==> src/rtl/uart_rx_deframer.sv <==
// ---------------------------------------------------------------------------
// uart_rx_deframer
//
// 8N1 serial receive front end (LSB first). It synchronises the asynchronous
// rxd line, finds the start edge, samples each bit in the middle of its bit
// period, and hands each good byte to the downstream controller with a
// one-cycle word_valid strobe. A frame whose stop bit is low is not
// delivered. Instead, frame_err pulses, and the receiver waits for the line
// to return high before it looks for a new start edge.
//
// Optional feature: macro UART_RX_PARITY_EN adds an even-parity bit between
// the data and stop bits, and adds the parity_err output.
//
// Ports:
//   clk        system clock, rising edge
//   rst        asynchronous active-low reset
//   rxd        serial input, idles high, asynchronous to clk
//   word       last accepted data byte (held between frames)
//   word_valid one-cycle pulse when word is updated
//   frame_err  one-cycle pulse when a stop bit is sampled low
//   busy       high while a frame is in progress (state != IDLE)
//   parity_err one-cycle pulse on good stop with bad parity
//              (UART_RX_PARITY_EN only)
// ---------------------------------------------------------------------------
module uart_rx_deframer #(
    parameter int CLKS_PER_BIT = 434,
    parameter int CNT_W        = 16
) (
    input  logic       clk,
    input  logic       rst,
    input  logic       rxd,
    output logic [7:0] word,
    output logic       word_valid,
    output logic       frame_err,
    output logic       busy
`ifdef UART_RX_PARITY_EN
    ,
    output logic       parity_err
`endif
);

    localparam logic [CNT_W-1:0] FULL_LAST = CNT_W'(CLKS_PER_BIT - 1);
    localparam logic [CNT_W-1:0] HALF_LAST = CNT_W'(CLKS_PER_BIT / 2 - 1);

    typedef enum logic [2:0] {
        IDLE,
        START,
        DATA,
`ifdef UART_RX_PARITY_EN
        PARITY,
`endif
        STOP,
        WAIT_IDLE
    } state_t;

    state_t           state;
    state_t           state_nxt;
    logic             rxd_m;
    logic             rxd_s;
    logic [CNT_W-1:0] cnt;
    logic [2:0]       bit_idx;
    logic [7:0]       shreg;
    logic             samp;
    logic             stop_ok;
    logic             stop_bad;
    logic             deliver;
`ifdef UART_RX_PARITY_EN
    logic             par_bad;
`endif

    // Two-flop synchroniser. The flops reset to the idle (high) line level,
    // so a reset never looks like a start edge.
    always_ff @(posedge clk or negedge rst) begin
        if (!rst) begin
            rxd_m <= 1'b1;
            rxd_s <= 1'b1;
        end else begin
            rxd_m <= rxd;
            rxd_s <= rxd_m;
        end
    end

    // State register
    always_ff @(posedge clk or negedge rst) begin
        if (!rst) state <= IDLE;
        else      state <= state_nxt;
    end

    // Next-state logic
    always_comb begin
        state_nxt = state;
        case (state)
            IDLE:      if (!rxd_s) state_nxt = START;
            // A start bit that is high again at mid-bit is treated as a glitch.
            START:     if (samp) state_nxt = rxd_s ? IDLE : DATA;
`ifdef UART_RX_PARITY_EN
            DATA:      if (samp && bit_idx == 3'd7) state_nxt = PARITY;
            PARITY:    if (samp) state_nxt = STOP;
`else
            DATA:      if (samp && bit_idx == 3'd7) state_nxt = STOP;
`endif
            STOP:      if (samp) state_nxt = rxd_s ? IDLE : WAIT_IDLE;
            // Wait out a break (line held low) so that it does not decode as
            // a run of 0x00 frames.
            WAIT_IDLE: if (rxd_s) state_nxt = IDLE;
            default:   state_nxt = IDLE;
        endcase
    end

    // Output / decode logic
    always_comb begin
        busy = (state != IDLE);
        samp = 1'b0;
        case (state)
            START:   samp = (cnt == HALF_LAST);
            DATA:    samp = (cnt == FULL_LAST);
`ifdef UART_RX_PARITY_EN
            PARITY:  samp = (cnt == FULL_LAST);
`endif
            STOP:    samp = (cnt == FULL_LAST);
            default: samp = 1'b0;
        endcase
        stop_ok  = (state == STOP) && samp && rxd_s;
        stop_bad = (state == STOP) && samp && !rxd_s;
`ifdef UART_RX_PARITY_EN
        deliver  = stop_ok && !par_bad;
`else
        deliver  = stop_ok;
`endif
    end

    // Bit-period counter and data shift register. The counter returns to 0
    // at every sample point, so every state after START begins with a fresh
    // full bit period measured from the previous mid-bit.
    always_ff @(posedge clk or negedge rst) begin
        if (!rst) begin
            cnt     <= '0;
            bit_idx <= 3'd0;
            shreg   <= 8'h00;
        end else begin
            if (state == IDLE || state == WAIT_IDLE || samp) cnt <= '0;
            else                                             cnt <= cnt + 1'b1;

            if (state == START) begin
                bit_idx <= 3'd0;
            end else if (state == DATA && samp) begin
                shreg[bit_idx] <= rxd_s;
                bit_idx        <= bit_idx + 3'd1;
            end
        end
    end

`ifdef UART_RX_PARITY_EN
    // Sticky parity-mismatch flag. It is cleared while a new start bit is
    // being qualified. An odd count of ones over data plus parity is a
    // mismatch.
    always_ff @(posedge clk or negedge rst) begin
        if (!rst)                                       par_bad <= 1'b0;
        else if (state == START)                        par_bad <= 1'b0;
        else if (state == PARITY && samp && ^{shreg, rxd_s}) par_bad <= 1'b1;
    end
`endif

    // Registered result strobes. Pulses appear the cycle after the stop
    // sample. They are mutually exclusive by construction.
    always_ff @(posedge clk or negedge rst) begin
        if (!rst) begin
            word       <= 8'h00;
            word_valid <= 1'b0;
            frame_err  <= 1'b0;
`ifdef UART_RX_PARITY_EN
            parity_err <= 1'b0;
`endif
        end else begin
            word_valid <= deliver;
            frame_err  <= stop_bad;
`ifdef UART_RX_PARITY_EN
            parity_err <= stop_ok && par_bad;
`endif
            if (deliver) word <= shreg;
        end
    end

endmodule

==> config.mk <==
export PLATFORM = sky130hd
export DESIGN_NAME = uart_rx_deframer
export DESIGN_NICKNAME = d
export VERILOG_FILES = /design/src/rtl/uart_rx_deframer.sv
export SDC_FILE = /design/constraint.sdc
export NUM_CORES = 1
export LEC_CHECK = 0
export ABC_AREA = 1
export CAP_MARGIN = 40
export CORE_ASPECT_RATIO = 1.25
export CORE_UTILIZATION = 50
export DETAILED_ROUTE_END_ITERATION = 8
export DONT_BUFFER_PORTS = 1
export GPL_TIMING_DRIVEN = 0
export PLACE_DENSITY = 0.79
export REMOVE_ABC_BUFFERS = 1
export SETUP_SLACK_MARGIN = 0.02
export SLEW_MARGIN = 10
export SYNTH_ARGS = -nofsm -noshare
export SYNTH_HDL_FRONTEND = slang
export SYNTH_SLANG_ARGS = --single-unit
==> constraint.sdc <==
create_clock -name clk -period 1.58 [get_ports clk]
set_input_delay 0.158 -clock clk [delete_from_list [all_inputs] [get_ports clk]]
set_output_delay 0.158 -clock clk [all_outputs]
set_load 0.02 [all_outputs]
==> run_results.csv <==
group,metric,value,unit
status,status,"finished with violations",
status,violations,"negative setup slack",
placed_design,place_hpwl,2769,um
routing,ant_nets,0,
timing,period_minus_slack,1.703,ns
setup_path,critPathKind,"flop to flop",
power_and_ir_drop,pwr-share-comb,0.020,
final_layout,design_area,0.002915,mm2
setup_path,cp.required,1.78,ns
routing,first_iter_violations,104,
setup_path,endpoint,"word[4]",
power_and_ir_drop,leakagePower,0.001407,uW
setup_path,rr_endpoint,"word[4]",
logic_synthesis,synth_top_family_by_area,"simple AND/OR/NAND/NOR gates",
logic_synthesis,synth-compound-area-share,0.07780,
cts,clock_sinks,42,
power_and_ir_drop,power_frac_clock,0.370,
timing,tightest_slew,0.3580,ns
final_layout,area_growth,33.30,%
final_layout,mostFrequentLayoutCell,"nand2_1",
floorplanning,initial_core_util,0.5294,
flow_run,maxCapViolations,0,
final_layout,nets,308,
timing,timing.fmax,587.1,MHz
setup_path,cp-start-kind,"flop",
final_layout,drive_gt1_frac,0.4040,
timing,setup_viol,35,
timing,slew_violations,0,
floorplanning,core_area,0.004131,mm2
placed_design,placed_area,0.002221,mm2
power_and_ir_drop,p_total,1773,uW
routing,dr.pass1.iters,4,
min_path,hold_class,"input pin to asynchronous set/reset pin",
routing,remaining_drc_errors,0,
global_routing,grt_start_max_net_pins,43,
cts,path_clk_slew,0.08,ns
setup_path,worst-path-max-fanout,17,
global_routing,grt_pass1_vias,1792,
cts,cts_tree,"built",
placed_design,dpl.cell_count,319,
global_routing,antenna_found_initial,0,
logic_synthesis,yosys.area_share.simple,0.3078,
final_layout,finalNonFillerCells,358,
setup_path,critPathArrivalTime,1.90,ns
final_layout,antenna_cells,0,
cts,cts-buffers-inserted,5,
cts,htreeDepth,2,
setup_path,reg2reg_depth,11,
setup_path,crit_path_end_kind,"flop",
setup_path,rrSetupSlack,-0.12,ns
timing,hold_viol_final,0,
final_layout,layout_common_cells,"nand2_1 (46), inv_1 (32), dfrtp_1 (32), nand4_1 (21), buf_4 (21)",
logic_synthesis,muxShareOfSynthArea,0,
power_and_ir_drop,switching_share,0.2193,
logic_synthesis,ys_types,29,
final_layout,fillers,303,
logic_synthesis,syn_avg_cell_area,8.130,um2
routing,drt-wirelength-per-cell,15.54,um
power_and_ir_drop,p_int,1384,uW
logic_synthesis,ys_seq_area_frac,0.4817,
power_and_ir_drop,p_per_area,608.2,mW/mm2
cts,cts-root-buf,"clkbuf_8",
logic_synthesis,synthXorXnorAreaFrac,0.02002,
setup_path,worstSetupStartpoint,"state[0]",
placed_design,gp_congestion,0.9037,
timing,slew_headroom,0.7611,
timing,period_share,1.078,
timing,setup_ws,-0.1234,ns
final_layout,utilization,0.7056,
cts,insertion_delay,0.30,ns
setup_path,reg2reg_from,"state[0]",
floorplanning,die_area,0.004644,mm2
power_and_ir_drop,switchingPower,388.9,uW
global_routing,grt-ovfl-total,0,
routing,wirelength,5563,um
logic_synthesis,yosys_warnings,0,
global_routing,grt_use_total,0.2208,
power_and_ir_drop,vdd_drop_max,0.6241,mV
power_and_ir_drop,pwr-share-seq,0.610,
placed_design,dp_slack,-0.5278,ns
logic_synthesis,synthCells,269,
floorplanning,ios,14,
routing,vias_per_cell,5.436,
floorplanning,rows,26,
global_routing,grt_first_pass_wirelength,7617,um
routing,vias,1946,
logic_synthesis,ys_seq_elements,42,
logic_synthesis,synth_adder_area_share,0.01716,
timing,rsz0062_at_grt,"yes",
cts,cts.path.max_buffers,2,
logic_synthesis,syn_area,0.002187,mm2
timing,finClkSkew,0.01251,ns
floorplanning,die_w,61.16,um
placed_design,portBuffers,0,
floorplanning,die_h,75.95,um
Yosys cell counts:
cell type	n	area [um2]
dfrtp_1	40	1001
nand2_2	4	25.02
o21ai_0	9	45.04
xnor2_1	1	8.760
xor2_1	4	35.03
o21ai_1	2	10.01
inv_2	4	15.01
nor4_1	2	12.51
inv_1	39	146.4
clkbuf_1	2	7.510
nor3_1	6	30.03
nor2_2	1	6.260
nor2_1	31	116.4
nand2_4	1	11.26
nand4_1	21	131.4
a21oi_1	9	45.04
buf_2	2	10.01
buf_6	1	11.26
dfstp_2	2	52.55
o21ai_2	8	70.07
nor2_4	1	11.26
nand3_2	2	20.02
nand4_4	1	21.27
buf_4	1	7.510
nor2_8	1	20.02
nand2_1	58	217.7
ha_1	3	37.54
nand3_1	10	50.05
clkinv_1	3	11.26
power groups by stage:
stage	Clock [uW]	Combinational (uW)	Sequential, uW
after detailed placement	0	4.72	1100
after floorplan	0	3.39	1100
after CTS	666	35.6	1080
after global placement	0	4.71	1100
after global routing	723	40.2	1080
final	656	34.8	1080
what timing repair did:
action	in CTS	in global routing
buffers inserted	18	9
endpoints found under the setup margin	39	39
hold buffers	3	0
resized for setup	28	69
endpoints found under the hold margin	43	0
pin swaps	21	22
cloned	1	1
kinds of logic after synthesis:
group                    Yosys count
XOR/XNOR                           5
buffers and inverters             52
flip-flops                        42
AO/OA/AOI/OAI                     28
AND/OR/NAND/NOR                  139
adder cells (fa/ha/maj)            3
metal layers:
| metal | routed length (um) | GRT usage | vias to the layer above |
|---|---|---|---|
| met5 | 0 | 0 | - |
| met4 | 257 | 0.1091 | 0 |
| met3 | 224 | 0.05119 | 21 |
| met2 | 2996 | 0.3880 | 67 |
| met1 | 2084 | 0.2339 | 927 |
| li1 | - | - | 931 |
state kept, by name, summed over array words and instances (netlist names):
register,flops
frame_err,1
bit_idx,3
shreg,8
rxd_s,1
cnt,16
word_valid,1
word,8
state,3
rxd_m,1
worst min path at each step:
| stage | depth (start not counted) | slack (ns) | startpoint | endpoint |
|---|---|---|---|---|
| 2_1_floorplan | 0 | -0.14 | rst | bit_idx[0] |
| 3_3_place_gp | 0 | -0.14 | rst | word[3] |
| 5_1_grt | 2 | 0.34 | rst | shreg[3] |
| 4_1_cts | 2 | 0.31 | rst | word[1] |
| 6_report | 2 | 0.32 | rst | shreg[3] |
| 3_5_place_dp | 0 | -0.14 | rst | word[1] |
metrics by stage:
step / setup TNS, ns / hold WS, ns
floorplan: -2.320 / -0.1376
global placement: -9.850 / -0.1368
detailed placement: -12.15 / -0.1368
CTS: -0.5731 / 0.3136
global route: -4.659 / 0.3377
finish: -2.467 / 0.3222
critical path, stage by stage, from the launching register on:
cell	delay [ns]
dfrtp_2	0.47
nor2_4	0.14
nand2_4	0.08
nand2_2	0.10
nand2_2	0.09
nand2_4	0.10
nand2_4	0.07
nor2_8	0.14
nand4_4	0.10
buf_12	0.17
nand2_1	0.07
o21ai_2	0.05
area by class of cell:
| cell class | instances | area (um2) | share of cell area |
|---|---|---|---|
| sequential | 42 | 1064 | 0.3648 |
| timing repair buffer | 31 | 302.8 | 0.1039 |
| clock inverter | 2 | 10.01 | 0.003433 |
| inverter | 46 | 183.9 | 0.06309 |
| tap | 56 | 70.07 | 0.02403 |
| clock buffer | 5 | 68.82 | 0.02361 |
| multi-input combinational | 176 | 1216 | 0.4172 |
No activity file was read; power rests on OpenSTA's default activity.
